===== config.mk =====
export PLATFORM = sky130hd
export DESIGN_NAME = hit_judge_sequencer_flat
export DESIGN_NICKNAME = d
export VERILOG_FILES = /design/src/rtl/hit_judge_sequencer_if.sv /design/src/rtl/hit_judge_sequencer.sv /design/src/flat_wrapper.sv
export SDC_FILE = /design/constraint.sdc
export NUM_CORES = 1
export LEC_CHECK = 0
export BUFFER_PORTS_ARGS = -buffer_cell sky130_fd_sc_hd__buf_2
export CAP_MARGIN = 10
export CORE_ASPECT_RATIO = 0.8
export CORE_MARGIN = 4
export CORE_UTILIZATION = 44
export CTS_CLUSTER_SIZE = 16
export DETAILED_ROUTE_END_ITERATION = 8
export RECOVER_POWER = 25
export SLEW_MARGIN = 30
export SYNTH_ARGS = -nofsm -noshare
export SYNTH_HDL_FRONTEND = slang
export SYNTH_SLANG_ARGS = --single-unit

===== constraint.sdc =====
create_clock -name CLOCK_50 -period 7.3 [get_ports CLOCK_50]
set_input_delay 0.365 -clock CLOCK_50 [delete_from_list [all_inputs] [get_ports CLOCK_50]]
set_output_delay 0.365 -clock CLOCK_50 [all_outputs]
set_load 0.02 [all_outputs]

===== src/rtl/hit_judge_sequencer_if.sv =====
// Bus between the game controller / sensor GPIO side and the hit judge core.
// The master side drives strikes and targets; the slave side (the core) returns score and sound.
interface hit_judge_sequencer_if #(
   parameter int unsigned BOX_W   = 3,
   parameter int unsigned SCORE_W = 11,
   parameter int unsigned ROM_AW  = 18
);
   logic               start;
   logic               stop;
   logic               target_valid;
   logic [BOX_W-1:0]   target_box;
   logic [BOX_W-1:0]   sensor_box;
   logic [SCORE_W-1:0] score;
   logic               hit_pulse;
   logic               miss_pulse;
   logic               round_active;
   logic               sound_active;
   logic               sound_sel;
   logic [ROM_AW-1:0]  rom_addr;

   modport master (
      output start, stop, target_valid, target_box, sensor_box,
      input  score, hit_pulse, miss_pulse, round_active, sound_active, sound_sel, rom_addr
   );

   modport slave (
      input  start, stop, target_valid, target_box, sensor_box,
      output score, hit_pulse, miss_pulse, round_active, sound_active, sound_sel, rom_addr
   );
endinterface


===== src/rtl/hit_judge_sequencer.sv =====
// Whack-a-box core: debounces sensor strikes, judges timed rounds against the target,
// keeps a saturating score and sequences the hit/miss sound clip ROM address.
module hit_judge_sequencer #(
   parameter int unsigned NUM_BOXES  = 8,
   parameter int unsigned BOX_W      = 3,
   parameter int unsigned SCORE_W    = 11,
   parameter int unsigned HIT_PTS    = 1,
   parameter int unsigned MISS_PTS   = 1,
   parameter int unsigned DEBOUNCE   = 4,
   parameter int unsigned HIT_WINDOW = 50000000,
   parameter int unsigned SAMPLE_DIV = 2400,
   parameter int unsigned CLIP_LEN   = 16396,
   parameter int unsigned ROM_AW     = 18
) (
   input logic                  CLOCK_50,
   input logic                  resetn,
   hit_judge_sequencer_if.slave io
);

   localparam int unsigned DB_W  = (DEBOUNCE > 1)   ? $clog2(DEBOUNCE)   : 1;
   localparam int unsigned WIN_W = (HIT_WINDOW > 1) ? $clog2(HIT_WINDOW) : 1;
   localparam int unsigned DIV_W = (SAMPLE_DIV > 1) ? $clog2(SAMPLE_DIV) : 1;
   localparam int unsigned SW1   = SCORE_W + 1;

   localparam logic [DB_W-1:0]   DB_LAST   = DB_W'(DEBOUNCE - 1);
   localparam logic [WIN_W-1:0]  WIN_LOAD  = WIN_W'(HIT_WINDOW - 1);
   localparam logic [DIV_W-1:0]  DIV_LAST  = DIV_W'(SAMPLE_DIV - 1);
   localparam logic [ROM_AW-1:0] ADDR_LAST = ROM_AW'(CLIP_LEN - 1);
   localparam logic [SW1-1:0]    SCORE_MAX = {1'b0, {SCORE_W{1'b1}}};
   localparam logic [SW1-1:0]    HIT_INC   = SW1'(HIT_PTS);
   localparam logic [SW1-1:0]    MISS_DEC  = SW1'(MISS_PTS);

   typedef enum logic [1:0] {
      S_IDLE,
      S_WAIT_TGT,
      S_ARMED,
      S_JUDGE
   } state_t;

   state_t state, state_nx;

   // ---------------- debouncer ----------------
   logic [BOX_W-1:0] db_prev;
   logic [DB_W-1:0]  db_cnt;
   logic             db_fired;
   logic             strike;

   // db_fired blocks re-triggering until the sensor has read 0 for a cycle
   assign strike = (db_prev != '0) && (db_cnt == DB_LAST) && !db_fired;

   always_ff @(posedge CLOCK_50 or negedge resetn) begin
      if (!resetn) begin
         db_prev  <= '0;
         db_cnt   <= '0;
         db_fired <= 1'b0;
      end else begin
         db_prev <= io.sensor_box;
         if (io.sensor_box != db_prev)
            db_cnt <= '0;
         else if (db_cnt != DB_LAST)
            db_cnt <= db_cnt + 1'b1;
         if (db_prev == '0)
            db_fired <= 1'b0;
         else if (strike)
            db_fired <= 1'b1;
      end
   end

   // ---------------- round FSM ----------------
   logic [BOX_W-1:0]   tgt;
   logic [WIN_W-1:0]   window;
   logic [SCORE_W-1:0] score_q;
   logic               hit_q, miss_q;
   logic               tgt_ok;
   logic               clr_score, arm, win_dec, dec_hit, dec_miss;

   assign tgt_ok = (io.target_box != '0) && (32'(io.target_box) < NUM_BOXES);

   always_comb begin
      state_nx  = state;
      clr_score = 1'b0;
      arm       = 1'b0;
      win_dec   = 1'b0;
      dec_hit   = 1'b0;
      dec_miss  = 1'b0;
      if (io.stop) begin
         state_nx = S_IDLE;
      end else begin
         case (state)
            S_IDLE: begin
               if (io.start) begin
                  clr_score = 1'b1;
                  state_nx  = S_WAIT_TGT;
               end
            end
            S_WAIT_TGT: begin
               if (io.target_valid && tgt_ok) begin
                  arm      = 1'b1;
                  state_nx = S_ARMED;
               end
            end
            S_ARMED: begin
               // a strike landing on the last window cycle outranks the timeout
               if (strike) begin
                  dec_hit  = (db_prev == tgt);
                  dec_miss = (db_prev != tgt);
                  state_nx = S_JUDGE;
               end else if (window == '0) begin
                  dec_miss = 1'b1;
                  state_nx = S_JUDGE;
               end else begin
                  win_dec = 1'b1;
               end
            end
            S_JUDGE: state_nx = S_WAIT_TGT;
            default: state_nx = S_IDLE;
         endcase
      end
   end

   logic [SW1-1:0]     score_ext, hit_sum;
   logic [SCORE_W-1:0] score_hit, score_miss;

   always_comb begin
      score_ext  = {1'b0, score_q};
      hit_sum    = score_ext + HIT_INC;
      score_hit  = (hit_sum > SCORE_MAX) ? '1 : hit_sum[SCORE_W-1:0];
      score_miss = '0;
      if (score_ext >= MISS_DEC)
         score_miss = score_q - MISS_DEC[SCORE_W-1:0];
   end

   always_ff @(posedge CLOCK_50 or negedge resetn) begin
      if (!resetn) begin
         state   <= S_IDLE;
         tgt     <= '0;
         window  <= '0;
         score_q <= '0;
         hit_q   <= 1'b0;
         miss_q  <= 1'b0;
      end else begin
         state  <= state_nx;
         hit_q  <= dec_hit;
         miss_q <= dec_miss;
         if (arm) begin
            tgt    <= io.target_box;
            window <= WIN_LOAD;
         end else if (win_dec) begin
            window <= window - 1'b1;
         end
         if (clr_score)
            score_q <= '0;
         else if (dec_hit)
            score_q <= score_hit;
         else if (dec_miss)
            score_q <= score_miss;
      end
   end

   // ---------------- sound sequencer ----------------
   logic              snd_active, snd_sel;
   logic [ROM_AW-1:0] addr;
   logic [DIV_W-1:0]  div;

   always_ff @(posedge CLOCK_50 or negedge resetn) begin
      if (!resetn) begin
         snd_active <= 1'b0;
         snd_sel    <= 1'b0;
         addr       <= '0;
         div        <= '0;
      end else if (hit_q || miss_q) begin
         snd_active <= 1'b1;
         snd_sel    <= miss_q;
         addr       <= '0;
         div        <= '0;
      end else if (snd_active) begin
         if (div == DIV_LAST) begin
            div <= '0;
            if (addr == ADDR_LAST) begin
               snd_active <= 1'b0;
               addr       <= '0;
            end else begin
               addr <= addr + 1'b1;
            end
         end else begin
            div <= div + 1'b1;
         end
      end
   end

   assign io.score        = score_q;
   assign io.hit_pulse    = hit_q;
   assign io.miss_pulse   = miss_q;
   assign io.round_active = (state == S_ARMED);
   assign io.sound_active = snd_active;
   assign io.sound_sel    = snd_sel;
   assign io.rom_addr     = addr;

endmodule

===== src/flat_wrapper.sv =====
// flat-port wrapper written by rule: the top's interface ports become plain ports
module hit_judge_sequencer_flat 
#(
   parameter int unsigned NUM_BOXES  = 8,
   parameter int unsigned BOX_W      = 3,
   parameter int unsigned SCORE_W    = 11,
   parameter int unsigned HIT_PTS    = 1,
   parameter int unsigned MISS_PTS   = 1,
   parameter int unsigned DEBOUNCE   = 4,
   parameter int unsigned HIT_WINDOW = 50000000,
   parameter int unsigned SAMPLE_DIV = 2400,
   parameter int unsigned CLIP_LEN   = 16396,
   parameter int unsigned ROM_AW     = 18
)
  (CLOCK_50, resetn, io_start, io_stop, io_target_valid, io_target_box, io_sensor_box, io_score, io_hit_pulse, io_miss_pulse, io_round_active, io_sound_active, io_sound_sel, io_rom_addr);
  hit_judge_sequencer_if #(.BOX_W(BOX_W), .SCORE_W(SCORE_W), .ROM_AW(ROM_AW)) io_i ();
  input logic CLOCK_50;
  input logic resetn;
  input wire logic [$bits(io_i.start)-1:0] io_start;
  input wire logic [$bits(io_i.stop)-1:0] io_stop;
  input wire logic [$bits(io_i.target_valid)-1:0] io_target_valid;
  input wire logic [$bits(io_i.target_box)-1:0] io_target_box;
  input wire logic [$bits(io_i.sensor_box)-1:0] io_sensor_box;
  output wire logic [$bits(io_i.score)-1:0] io_score;
  output wire logic [$bits(io_i.hit_pulse)-1:0] io_hit_pulse;
  output wire logic [$bits(io_i.miss_pulse)-1:0] io_miss_pulse;
  output wire logic [$bits(io_i.round_active)-1:0] io_round_active;
  output wire logic [$bits(io_i.sound_active)-1:0] io_sound_active;
  output wire logic [$bits(io_i.sound_sel)-1:0] io_sound_sel;
  output wire logic [$bits(io_i.rom_addr)-1:0] io_rom_addr;
  assign io_i.start = io_start;
  assign io_i.stop = io_stop;
  assign io_i.target_valid = io_target_valid;
  assign io_i.target_box = io_target_box;
  assign io_i.sensor_box = io_sensor_box;
  assign io_score = io_i.score;
  assign io_hit_pulse = io_i.hit_pulse;
  assign io_miss_pulse = io_i.miss_pulse;
  assign io_round_active = io_i.round_active;
  assign io_sound_active = io_i.sound_active;
  assign io_sound_sel = io_i.sound_sel;
  assign io_rom_addr = io_i.rom_addr;
  hit_judge_sequencer #(.NUM_BOXES(NUM_BOXES), .BOX_W(BOX_W), .SCORE_W(SCORE_W), .HIT_PTS(HIT_PTS), .MISS_PTS(MISS_PTS), .DEBOUNCE(DEBOUNCE), .HIT_WINDOW(HIT_WINDOW), .SAMPLE_DIV(SAMPLE_DIV), .CLIP_LEN(CLIP_LEN), .ROM_AW(ROM_AW)) u_core (.CLOCK_50(CLOCK_50), .resetn(resetn), .io(io_i));
endmodule

==> results_dict.tcl <==
set metrics [dict create \
    status "finished, violations left" \
    violations "max-capacitance violations, max-slew violations" \
    syn_nets 563 \
    synth_common_cells "dfrtp_1, nand2_1, o21ai_0" \
    met2_length_um 5150 \
    vias 4128 \
    power_density_mw_per_mm2 236 \
    syn_to_final_growth_pct 13.6 \
    synth.area.top_cells "dfrtp_1, nand2_1, o21ai_0, xnor2_1, nor2_1" \
    cp.arrival_ns 3.48 \
    fmax_mhz 245 \
    maxCapViolations 1 \
    cp_slowest_cell "clkbuf_1" \
    synth_edf_count 0 \
    postCtsSetupBuffers 0 \
    yosys_warnings 0 \
    grt_max_degree 83 \
    drtPass1Iterations 5 \
    grt-ovfl-total 0 \
    pin_count 45 \
    die_h_um 101 \
    coreArea_mm2 0.0104 \
    synth_area_mm2 0.00476 \
    slew_violations 83 \
    synth_cells 540 \
    insertion_delay_ns 0.33 \
    hp-class "in2reg" \
    n_fill_cell 998 \
    worst_path_largest_cell_delay_ns 3.04 \
    max_slew_margin_pct -195 \
    rsz0062_at_grt "false" \
    fin_crit_ns 4.08 \
    wl_per_cell_um 15.9 \
    cts_tree "built" \
    critical_path_class "in2async" \
    crit_end "u_core.io.rom_addr[15]$_DFFE_PN0P_" \
    synthMuxAreaShare_pct 0.657 \
    path_delay_family "buffers and inverters" \
    grt_pass1_vias 3912 \
    layout-drive-gt1-share_pct 12.8 \
    r2r_setup_slack_ns 4.33 \
    finalSetupTns_ns 0 \
    place_hpwl_um 7810 \
    skew_ns 0.00535 \
    finalSetupViolCount 0 \
    post-synth-top-count-cell "dfrtp_1" \
    synth_fa_ha_area_share_pct 3.15 \
    cts.hold.buffers_added 0 \
    track_usage_pct 18.8 \
    clockBufferDepth 2 \
    synth_top_area_cell "dfrtp_1" \
    grt_first_pass_wirelength_um 19600 \
    yosys.area_share.simple_pct 29.1 \
    finish.net_count 598 \
    path_cells "clkbuf_1" \
    synth-seq-cells 82 \
    async_reset_ff_share_pct 100 \
    clockRootBuffer "clkbuf_16" \
    critPathBufInv 1 \
    end_kind "asynchronous set/reset pin" \
    start_util_pct 45.8 \
    synth_compound_area_share_pct 14.9 \
    cp.depth 1 \
    ant_nets 0 \
    drc 0 \
    synth_top_area_share_pct 43.1 \
    wl_met3_um 549 \
    peakVddDrop_uv 167 \
    wl_um 11400 \
    cp.required_ns 6.70 \
    wl_met1_um 5650 \
    worstMarginPinSlew_ns 4.42 \
    cts.clk_slew.worst_paths_ns 0.06 \
    rows 33 \
    seq_area_frac_synth_pct 43.1 \
    die_w_um 124 \
    maxUsedRoutingLayer "met4" \
    port_buffers 44 \
    cts_made_buffers 9 \
    reg2reg_depth 8 \
    critPathLaunchType "primary input" \
    syn_area_per_cell_um2 8.82 \
    fin_util_pct 52.0 \
    r2r_start "u_core.state[0]$_DFFE_PN0P_" \
    synth_top_family_by_area "simple AND/OR/NAND/NOR gates" \
    initialDrtViolationCount 381 \
    cp_max_fo 82 \
    finalCritPeriodShare_pct 55.9 \
    synth-xor-area-share_pct 6.07 \
    synth.distinct_cells 58 \
    die-area_mm2 0.0126 \
    reg2reg_to "u_core.io.score[5]$_DFFE_PN0P_" \
    viasPerCell 5.73 \
    gp_congestion 0.830 \
    setup.worst_path.start "resetn" \
    hold_viol 0 \
    leakagePower_nw 2.25 \
    cts-resized-gates 0 \
    cts_num_sinks 82 \
    antenna_found_initial 0 \
    h-tree-depth 3 \
    synth-main-ff-cell "dfrtp_1" \
]
## cells in the final DEF, fill, tap and decap left out, types with 4 or more instances in the layout
cell type  Yosys  final
xnor2_1       19     19
a31oi_1        6      6
clkbuf_16      0      9
nand2b_1       7      7
nand3_1       28     28
o31ai_1       12     11
xor2_1        14     14
nor2b_1       12     12
nand3b_1       5      5
dfrtp_1       82     82
nand2_1       65     65
nor4b_1        4      4
buf_4          0      4
nor3_1        25     24
buf_2          1     40
ha_1          12     12
or4_1          9      9
or3_1          7      7
o211ai_1       5      5
nor4_1        15     15
o21ai_0       47     47
inv_1         14     14
and4_1         5      5
clkbuf_1      22      5
nor2_1        44     44
a21oi_1       17     17
nand4_1        9      9
and3_1         9      9
## through the flow
stage	instances	setup slack, ns	hold WS, ns	cell area [µm²]	total power [mW]
after floorplan	540	4.89	0.0694	4760	0.752
after global placement	704	4.70	0.459	5100	0.813
after detailed placement	704	4.49	0.471	5110	0.821
after CTS	720	4.45	0.116	5420	1.30
after global routing	720	2.25	0.167	5410	1.36
final	721	3.22	0.172	5410	1.28
## worst min path at each step
stage / start / end / slack, ns / cells after the start
2_1_floorplan: resetn / u_core.db_cnt[0]$_DFFE_PN0P_ / 0.07 / 0
3_5_place_dp: u_core.io.sound_sel$_DFFE_PN0N_ / u_core.io.sound_sel$_DFFE_PN0N_ / 0.47 / 1
4_1_cts: resetn / u_core.io.score[3]$_DFFE_PN0P_ / 0.12 / 1
5_1_grt: io_sensor_box[0] / u_core.db_prev[0]$_DFF_PN0_ / 0.17 / 1
6_report: io_sensor_box[2] / u_core.db_prev[2]$_DFF_PN0_ / 0.17 / 1
3_3_place_gp: u_core.io.sound_sel$_DFFE_PN0N_ / u_core.io.sound_sel$_DFFE_PN0N_ / 0.46 / 1
## routing by layer
metal	GRT usage, %	up-vias
met3	4.34	11
li1	-	2022
met5	0	-
met4	4.63	0
met2	29.7	93
met1	26.3	2002
## worst reg2reg max path, cell delays in order (launching register included)
cell and delay, ns:
dfrtp_1 0.42, inv_1 0.12, ha_1 0.22, nor4bb_1 0.67, nand2_1 0.43, inv_1 0.40
nor4b_1 0.12, a31o_2 0.23, a221oi_1 0.26
## cell families (layout without fill, tap and decap cells)
logic type,count (synthesis),after routing
buffers and inverters,38,78
flip-flops,82,82
adder cells (fa/ha/maj),12,12
XOR/XNOR,33,33
other,0,1
AND/OR/NAND/NOR,260,260
AO/OA/AOI/OAI,112,112
multiplexers,3,3
## cell type report
cell class | count | area, µm² | share of cell area [%]
Multi-Input combinational cell | 420 | 2580 | 47.6
Clock inverter | 4 | 50.0 | 0.925
Tap cell | 140 | 175 | 3.24
Timing Repair Buffer | 48 | 245 | 4.53
Inverter | 14 | 52.6 | 0.971
Antenna cell | 1 | 2.50 | 0.0462
Clock buffer | 12 | 256 | 4.74
Sequential cell | 82 | 2050 | 37.9
## sequential cells by signal, indices dropped and copies added (netlist names)
register / cells
u_core.db_prev: 3
u_core.io.sound_active: 1
u_core.io.rom_addr: 18
u_core.div: 12
u_core.db_cnt: 2
u_core.io.score: 11
u_core.window: 26
u_core.state: 2
u_core.db_fired: 1
u_core.io.sound_sel: 1
u_core.io.miss_pulse: 1
u_core.tgt: 3
u_core.io.hit_pulse: 1
## report_power, final
group          switching [mW]  leakage [nW]  internal, mW  total [mW]
logic                   0.128          1.05        0.0905       0.219
registers              0.0718          1.05         0.523       0.595
clock network           0.180         0.145         0.283       0.463
total                   0.380          2.25         0.896        1.28
(Power assumes the default switching activity.)
